[config.mk]
export PLATFORM = sky130hd
export DESIGN_NAME = rv32i_insn_sequencer
export DESIGN_NICKNAME = d
export VERILOG_FILES = /design/src/rtl/rv32i_types_pkg.sv /design/src/rtl/rv32i_insn_encode.sv /design/src/rtl/rv32i_insn_sequencer.sv
export SDC_FILE = /design/constraint.sdc
export NUM_CORES = 1
export LEC_CHECK = 0
export CAP_MARGIN = 10
export CORE_ASPECT_RATIO = 2
export CORE_MARGIN = 5
export CORE_UTILIZATION = 47
export CTS_CLUSTER_SIZE = 16
export DETAILED_ROUTE_END_ITERATION = 8
export PLACE_DENSITY = 0.79
export SYNTH_ARGS = -nofsm -noshare
export SYNTH_HDL_FRONTEND = slang
export SYNTH_SLANG_ARGS = --single-unit
[constraint.sdc]
create_clock -name CLK -period 2.7 [get_ports CLK]
set_input_delay 0.54 -clock CLK [delete_from_list [all_inputs] [get_ports CLK]]
set_output_delay 0.54 -clock CLK [all_outputs]
set_load 0.02 [all_outputs]
[src/rtl/rv32i_types_pkg.sv]
// Shared RV32I encoding types: opcode/funct3 enums, instruction format structs,
// and the request/state types used by the instruction sequencer.
package rv32i_types_pkg;

   typedef logic [31:0] word_t;

   typedef enum logic [6:0] {
      OPC_LOAD     = 7'b0000011,
      OPC_MISC_MEM = 7'b0001111,
      OPC_OP_IMM   = 7'b0010011,
      OPC_AUIPC    = 7'b0010111,
      OPC_STORE    = 7'b0100011,
      OPC_OP       = 7'b0110011,
      OPC_LUI      = 7'b0110111,
      OPC_BRANCH   = 7'b1100011,
      OPC_JALR     = 7'b1100111,
      OPC_JAL      = 7'b1101111,
      OPC_SYSTEM   = 7'b1110011
   } opcode_t;

   typedef enum logic [2:0] {
      LB  = 3'b000,
      LH  = 3'b001,
      LW  = 3'b010,
      LBU = 3'b100,
      LHU = 3'b101
   } load_t;

   typedef enum logic [2:0] {
      SB = 3'b000,
      SH = 3'b001,
      SW = 3'b010
   } store_t;

   typedef enum logic [2:0] {
      F3_PRIV  = 3'b000,
      F3_CSRRW = 3'b001,
      F3_CSRRS = 3'b010,
      F3_CSRRC = 3'b011
   } sys_t;

   localparam logic [2:0] F3_ADDI = 3'b000;

   typedef struct packed {
      logic [6:0] funct7;
      logic [4:0] rs2;
      logic [4:0] rs1;
      logic [2:0] funct3;
      logic [4:0] rd;
      opcode_t    opcode;
   } rtype_t;

   typedef struct packed {
      logic [11:0] imm;
      logic [4:0]  rs1;
      logic [2:0]  funct3;
      logic [4:0]  rd;
      opcode_t     opcode;
   } itype_t;

   typedef struct packed {
      logic [6:0] imm_hi;
      logic [4:0] rs2;
      logic [4:0] rs1;
      logic [2:0] funct3;
      logic [4:0] imm_lo;
      opcode_t    opcode;
   } stype_t;

   typedef struct packed {
      logic [19:0] imm;
      logic [4:0]  rd;
      opcode_t     opcode;
   } utype_t;

   typedef struct packed {
      logic [11:0] csr;
      logic [4:0]  rs1;
      sys_t        funct3;
      logic [4:0]  rd;
      opcode_t     opcode;
   } systype_t;

   typedef enum logic [2:0] {
      CMD_LI     = 3'd0,
      CMD_CSRR   = 3'd1,
      CMD_CSRW   = 3'd2,
      CMD_LOAD   = 3'd3,
      CMD_STORE  = 3'd4,
      CMD_FENCEI = 3'd5,
      CMD_NOP    = 3'd6,
      CMD_EBREAK = 3'd7
   } seq_cmd_t;

   typedef enum logic [1:0] {
      ST_IDLE  = 2'd0,
      ST_EMIT1 = 2'd1,
      ST_EMIT2 = 2'd2
   } seq_state_t;

   typedef struct packed {
      seq_cmd_t    cmd;
      logic [4:0]  rd;
      logic [4:0]  rs1;
      logic [4:0]  rs2;
      logic [31:0] imm;
      logic [11:0] csr;
      logic [2:0]  width;
   } seq_req_t;

   localparam word_t NOP_INSN    = 32'h0000_0013;
   localparam word_t EBREAK_INSN = 32'h0010_0073;
   localparam word_t FENCEI_INSN = 32'h0000_100F;

   // A parked request encodes to NOP, which gives insn its reset value.
   localparam seq_req_t REQ_PARKED = '{cmd: CMD_NOP, rd: 5'd0, rs1: 5'd0, rs2: 5'd0,
                                       imm: 32'd0, csr: 12'd0, width: 3'd0};

   function automatic logic width_legal(input seq_cmd_t cmd, input logic [2:0] width);
      case (cmd)
         CMD_LOAD:  return width inside {3'(LB), 3'(LH), 3'(LW), 3'(LBU), 3'(LHU)};
         CMD_STORE: return width inside {3'(SB), 3'(SH), 3'(SW)};
         default:   return 1'b1;
      endcase
   endfunction

endpackage

[src/rtl/rv32i_insn_encode.sv]
// Combinational encoder: turns a latched sequencer request plus a word select
// into an RV32I instruction word, and reports whether the request needs two words.
module rv32i_insn_encode
   import rv32i_types_pkg::*;
#(
   parameter bit SHORT_LI = 1'b1
) (
   input  seq_req_t req,
   input  logic     sel,
   output word_t    word,
   output logic     two_word
);

   logic [11:0] lo;
   logic [19:0] hi;
   logic        fits12;
   itype_t      i_w;
   stype_t      s_w;
   utype_t      u_w;
   systype_t    y_w;

   assign lo     = req.imm[11:0];
   // ADDI sign-extends its immediate, so LUI must pre-compensate when bit 11 is set.
   assign hi     = req.imm[31:12] + 20'(req.imm[11]);
   assign fits12 = (&req.imm[31:11]) | ~(|req.imm[31:11]);

   always_comb begin
      word     = NOP_INSN;
      two_word = 1'b0;
      i_w      = '{imm: lo, rs1: 5'd0, funct3: F3_ADDI, rd: req.rd, opcode: OPC_OP_IMM};
      s_w      = '{imm_hi: lo[11:5], rs2: req.rs2, rs1: req.rs1, funct3: req.width,
                   imm_lo: lo[4:0], opcode: OPC_STORE};
      u_w      = '{imm: hi, rd: req.rd, opcode: OPC_LUI};
      y_w      = '{csr: req.csr, rs1: 5'd0, funct3: F3_CSRRS, rd: req.rd, opcode: OPC_SYSTEM};
      case (req.cmd)
         CMD_LI: begin
            if (SHORT_LI && fits12) begin
               word = i_w;
            end else begin
               two_word = (lo != 12'd0);
               if (sel) begin
                  i_w.rs1 = req.rd;
                  word    = i_w;
               end else begin
                  word = u_w;
               end
            end
         end
         CMD_CSRR: word = y_w;
         CMD_CSRW: begin
            y_w.rs1    = req.rs1;
            y_w.rd     = 5'd0;
            y_w.funct3 = F3_CSRRW;
            word       = y_w;
         end
         CMD_LOAD: begin
            if (width_legal(req.cmd, req.width)) begin
               i_w.rs1    = req.rs1;
               i_w.funct3 = req.width;
               i_w.opcode = OPC_LOAD;
               word       = i_w;
            end else begin
               word = EBREAK_INSN;
            end
         end
         CMD_STORE: word = width_legal(req.cmd, req.width) ? word_t'(s_w) : EBREAK_INSN;
         CMD_FENCEI: word = FENCEI_INSN;
         CMD_NOP:    word = NOP_INSN;
         CMD_EBREAK: word = EBREAK_INSN;
         default:    word = NOP_INSN;
      endcase
   end

endmodule

[src/rtl/rv32i_insn_sequencer.sv]
// Expands debug/boot requests into one or two RV32I instruction words for
// injection into fetch, with valid/ready handshakes on both sides.
module rv32i_insn_sequencer
   import rv32i_types_pkg::*;
#(
   parameter bit SHORT_LI = 1'b1
) (
   input  logic        CLK,
   input  logic        RST,
   input  logic        req_valid,
   output logic        req_ready,
   input  logic [2:0]  req_cmd,
   input  logic [4:0]  req_rd,
   input  logic [4:0]  req_rs1,
   input  logic [4:0]  req_rs2,
   input  logic [31:0] req_imm,
   input  logic [11:0] req_csr,
   input  logic [2:0]  req_width,
   output logic        insn_valid,
   input  logic        insn_ready,
   output word_t       insn,
   output logic        insn_last,
   output logic        req_err,
   output logic        busy,
   output seq_state_t  dbg_state
);

   // Handshakes: a transfer happens on a rising edge where valid && ready.
   // valid never depends on ready, and while valid && !ready the payload holds.

   seq_state_t state;
   seq_req_t   req_q;
   logic       two_word;

   rv32i_insn_encode #(.SHORT_LI(SHORT_LI)) u_encode (
      .req      (req_q),
      .sel      (state == ST_EMIT2),
      .word     (insn),
      .two_word (two_word)
   );

   assign req_ready = (state == ST_IDLE);
   assign insn_last = (state == ST_EMIT2) || ((state == ST_EMIT1) && !two_word);
   assign dbg_state = state;

   always_ff @(posedge CLK) begin
      if (RST) begin
         state      <= ST_IDLE;
         req_q      <= REQ_PARKED;
         insn_valid <= 1'b0;
         busy       <= 1'b0;
         req_err    <= 1'b0;
      end else begin
         req_err <= 1'b0;
         case (state)
            ST_IDLE: begin
               if (req_valid) begin
                  req_q      <= '{cmd: seq_cmd_t'(req_cmd), rd: req_rd, rs1: req_rs1,
                                  rs2: req_rs2, imm: req_imm, csr: req_csr, width: req_width};
                  req_err    <= !width_legal(seq_cmd_t'(req_cmd), req_width);
                  state      <= ST_EMIT1;
                  insn_valid <= 1'b1;
                  busy       <= 1'b1;
               end
            end
            ST_EMIT1: begin
               if (insn_ready) begin
                  if (two_word) begin
                     state <= ST_EMIT2;
                  end else begin
                     state      <= ST_IDLE;
                     insn_valid <= 1'b0;
                     busy       <= 1'b0;
                  end
               end
            end
            ST_EMIT2: begin
               if (insn_ready) begin
                  state      <= ST_IDLE;
                  insn_valid <= 1'b0;
                  busy       <= 1'b0;
               end
            end
            default: begin
               state      <= ST_IDLE;
               insn_valid <= 1'b0;
               busy       <= 1'b0;
            end
         endcase
      end
   end

endmodule

==> flow_summary_export.csv <==
group,metric,value,unit
synth,async_flop_share,0,
sta,slew_headroom,0.553,
sta,fin_ws,-0.119,ns
status,status,"finished, violations left",
sta,rsz0062_at_grt,"true",
clock_tree,cts_root_buf,"clkbuf_16",
drt,wl_per_cell,18.1,um
drt,wirelength,13.8,mm
synth,avgSynthCellArea,7.21,um2
power,power_frac_seq,0.397,
floorplanning,die_h,134,um
critical_path,worst-path-max-fanout,5,
cells_and_area,fin_nets,735,
critical_path,crit_path_start_kind,"flip-flop",
power,p_int,2.09,mW
place,post-place-ws,-0.298,ns
synth,yosysTopAreaCell,"dfxtp_1",
synth,synthCells,502,
synth,yosys_warnings,0,
grt,grt_pass1_wl,20.8,mm
clock_tree,htreeDepth,3,
floorplanning,num_rows,45,
grt,grt_pass1_vias,4242,
grt,grt_usage,0.280,
power,combPwrFrac,0.220,
sta,drv_slew,0,
power,power,2.89,mW
critical_path,cp.required,2.16,ns
synth,synth_top_flop_cell,"dfxtp_1",
grt,gr-total-overflow,0,
place,gp_congestion,0.912,
power,p_per_area,505,mW/mm2
power,power_leakage,2.39,nW
critical_path,setup.worst_path.end_class,"output port",
drt,vias_per_cell,5.53,
floorplanning,ios,108,
clock_tree,cts_tree,"done",
critical_path,cp.arrival,2.28,ns
floorplanning,die-area,0.00966,mm2
synth,synth_common_cells,"nand2_1, a21oi_1, dfxtp_1, nor2_1, clkbuf_1",
cells_and_area,layout-drive-gt1-share,0.255,
synth,netlist_top_cells_area,"dfxtp_1, nand2_1, a21oi_1",
cells_and_area,antenna_cells,0,
grt,grt_start_max_net_pins,66,
sta,setup_viol,14,
place,dp_hpwl,10.2,mm
job,cap_violations,0,
sta,worst_pin_slew,0.671,ns
cells_and_area,final-seq-area,0.00140,mm2
place,dpl_cell_area,0.00519,mm2
synth,yosysMostFrequentCell,"nand2_1",
place,io_buffers,105,
drt,drc,0,
power,p_sw_frac,0.280,
drt,ant_nets,0,
drt,dr.first_iter.drc_count,259,
clock_tree,clock-sinks,69,
drt,drt-pass1-iter-count,6,
place,placed_cells_incl_taps,740,
sta,fin_skew,0.00502,ns
power,clkPwrFrac,0.383,
power,vdd_drop_max,0.453,mV
status,violations,"negative setup slack",
cells_and_area,num-fill-cells,591,
cells_and_area,final_cell_count_no_fill,761,
sta,finalHoldViolCount,0,
cells_and_area,final_area,0.00574,mm2
synth,synth_cell_types,50,
clock_tree,worstSkewPairLatency,0.33,ns
synth,yosys.area.top_type_share,0.382,
synth,netlist_area,0.00362,mm2
sta,period_share,1.04,
cells_and_area,multiInputGateArea,0.00228,mm2
grt,antenna_found_initial,0,
clock_tree,hold_buffers,0,
floorplanning,die_x,72.1,um
floorplanning,coreArea,0.00754,mm2
drt,vias,4207,
clock_tree,cts_buffers,9,
synth,ys_ff_latch,69,
cells_and_area,areaGrowthSynthToFinish,58.5,%
power,p_sw,809,uW
sta,hold_slack,0.461,ns
critical_path,critPathKind,"flip-flop to output port",
clock_tree,clock_path_buffers,2,
sta,max_freq,0.355,GHz
clock_tree,cts.clk_slew.worst_paths,0.05,ns
synth,yosysSeqAreaShare,0.382,
sta,min_period,2.82,ns
floorplanning,start_util,0.480,
synth,synth-edff-count,0,
hold_path,hp-class,"flip-flop to flip-flop",
[through the flow]
stage / TNS, ns / utilization
CTS: -0.327 / 0.739
finish: -0.759 / 0.760
global route: -2.17 / 0.760
global placement: -3.98 / 0.688
detailed placement: -4.97 / 0.688
floorplan: 0 / -
[worst paths after layout]
check / start / endpoint / slack (ns) / cells after the start
worst max-delay path: req_q[35]$_SDFFE_PP0P_ / insn[29] / -0.12 / 8
worst min-delay path: req_q[9]$_SDFFE_PP0P_ / req_q[9]$_SDFFE_PP0P_ / 0.46 / 2
worst max register to register: req_q[44]$_SDFFE_PP0P_ / busy$_SDFFE_PP0P_ / 0.86 / 7
worst min register to register: req_q[9]$_SDFFE_PP0P_ / req_q[9]$_SDFFE_PP0P_ / 0.46 / 2
[critical path: stages (launching register included)]
cell,delay (ns)
dfxtp_2,0.39
nand4_1,0.21
nor4_4,0.37
buf_4,0.19
nand3_2,0.11
xor2_1,0.19
nor2_1,0.07
a221o_1,0.28
buf_6,0.14
[routing by layer]
| metal | vias up | share of wire | GRT usage |
|---|---|---|---|
| li1 | 2054 | - | - |
| met1 | 1948 | 0.34 | 0.272 |
| met2 | 156 | 0.57 | 0.537 |
| met3 | 49 | 0.042 | 0.0383 |
| met4 | 0 | 0.051 | 0.165 |
| met5 | - | 0 | 0 |
[sequential cells by signal, indices dropped and copies added (netlist names)]
signal and cells:
dbg_state 2, busy 1, req_q 65, req_err 1
[cell type report]
cell class                      count  share of cell area
Sequential cell                    69               0.244
Tap cell                           94              0.0205
Timing Repair Buffer              181               0.281
Inverter                           10             0.00654
Clock buffer                       12              0.0465
Multi-Input combinational cell    392               0.397
Clock inverter                      3             0.00349
[cells in the final DEF, fill, tap and decap left out, types with 10 or more instances in the layout]
| cell | synthesis | layout |
|---|---|---|
| buf_6 | 1 | 15 |
| dfxtp_1 | 69 | 58 |
| a22o_1 | 10 | 10 |
| clkdlybuf4s50_1 | 0 | 75 |
| nor2_1 | 35 | 30 |
| xor2_1 | 11 | 11 |
| a21oi_1 | 73 | 73 |
| buf_4 | 3 | 79 |
| nand2_1 | 152 | 148 |
[power by group through the flow]
stage	Sequential [mW]	Clock, mW	Combinational, mW
detailed placement	1.16	0	0.599
floorplan	1.15	0	0.287
global route	1.15	1.16	0.687
finish	1.15	1.11	0.637
global placement	1.16	0	0.593
CTS	1.14	1.12	0.609
[cells by family (layout without fill, tap and decap cells)]
| family | count (synthesis) | in the layout | synth area share |
|---|---|---|---|
| AO/OA/AOI/OAI | 123 | 123 | 0.207 |
| XOR/XNOR | 19 | 19 | 0.0460 |
| adder cells (fa/ha/maj) | 6 | 6 | 0.0187 |
| buffers and inverters | 43 | 206 | 0.0501 |
| flip-flops | 69 | 69 | 0.382 |
| multiplexers | 3 | 3 | 0.00830 |
| other | 1 | 2 | 0.00104 |
| AND/OR/NAND/NOR | 238 | 239 | 0.288 |
[repair_timing]
item,in CTS,in global routing
setup endpoints to repair,28,31
pin swaps,18,19
resized for setup,158,44
gates cloned,1,0
setup buffers,4,3
(Power assumes the default switching activity.)
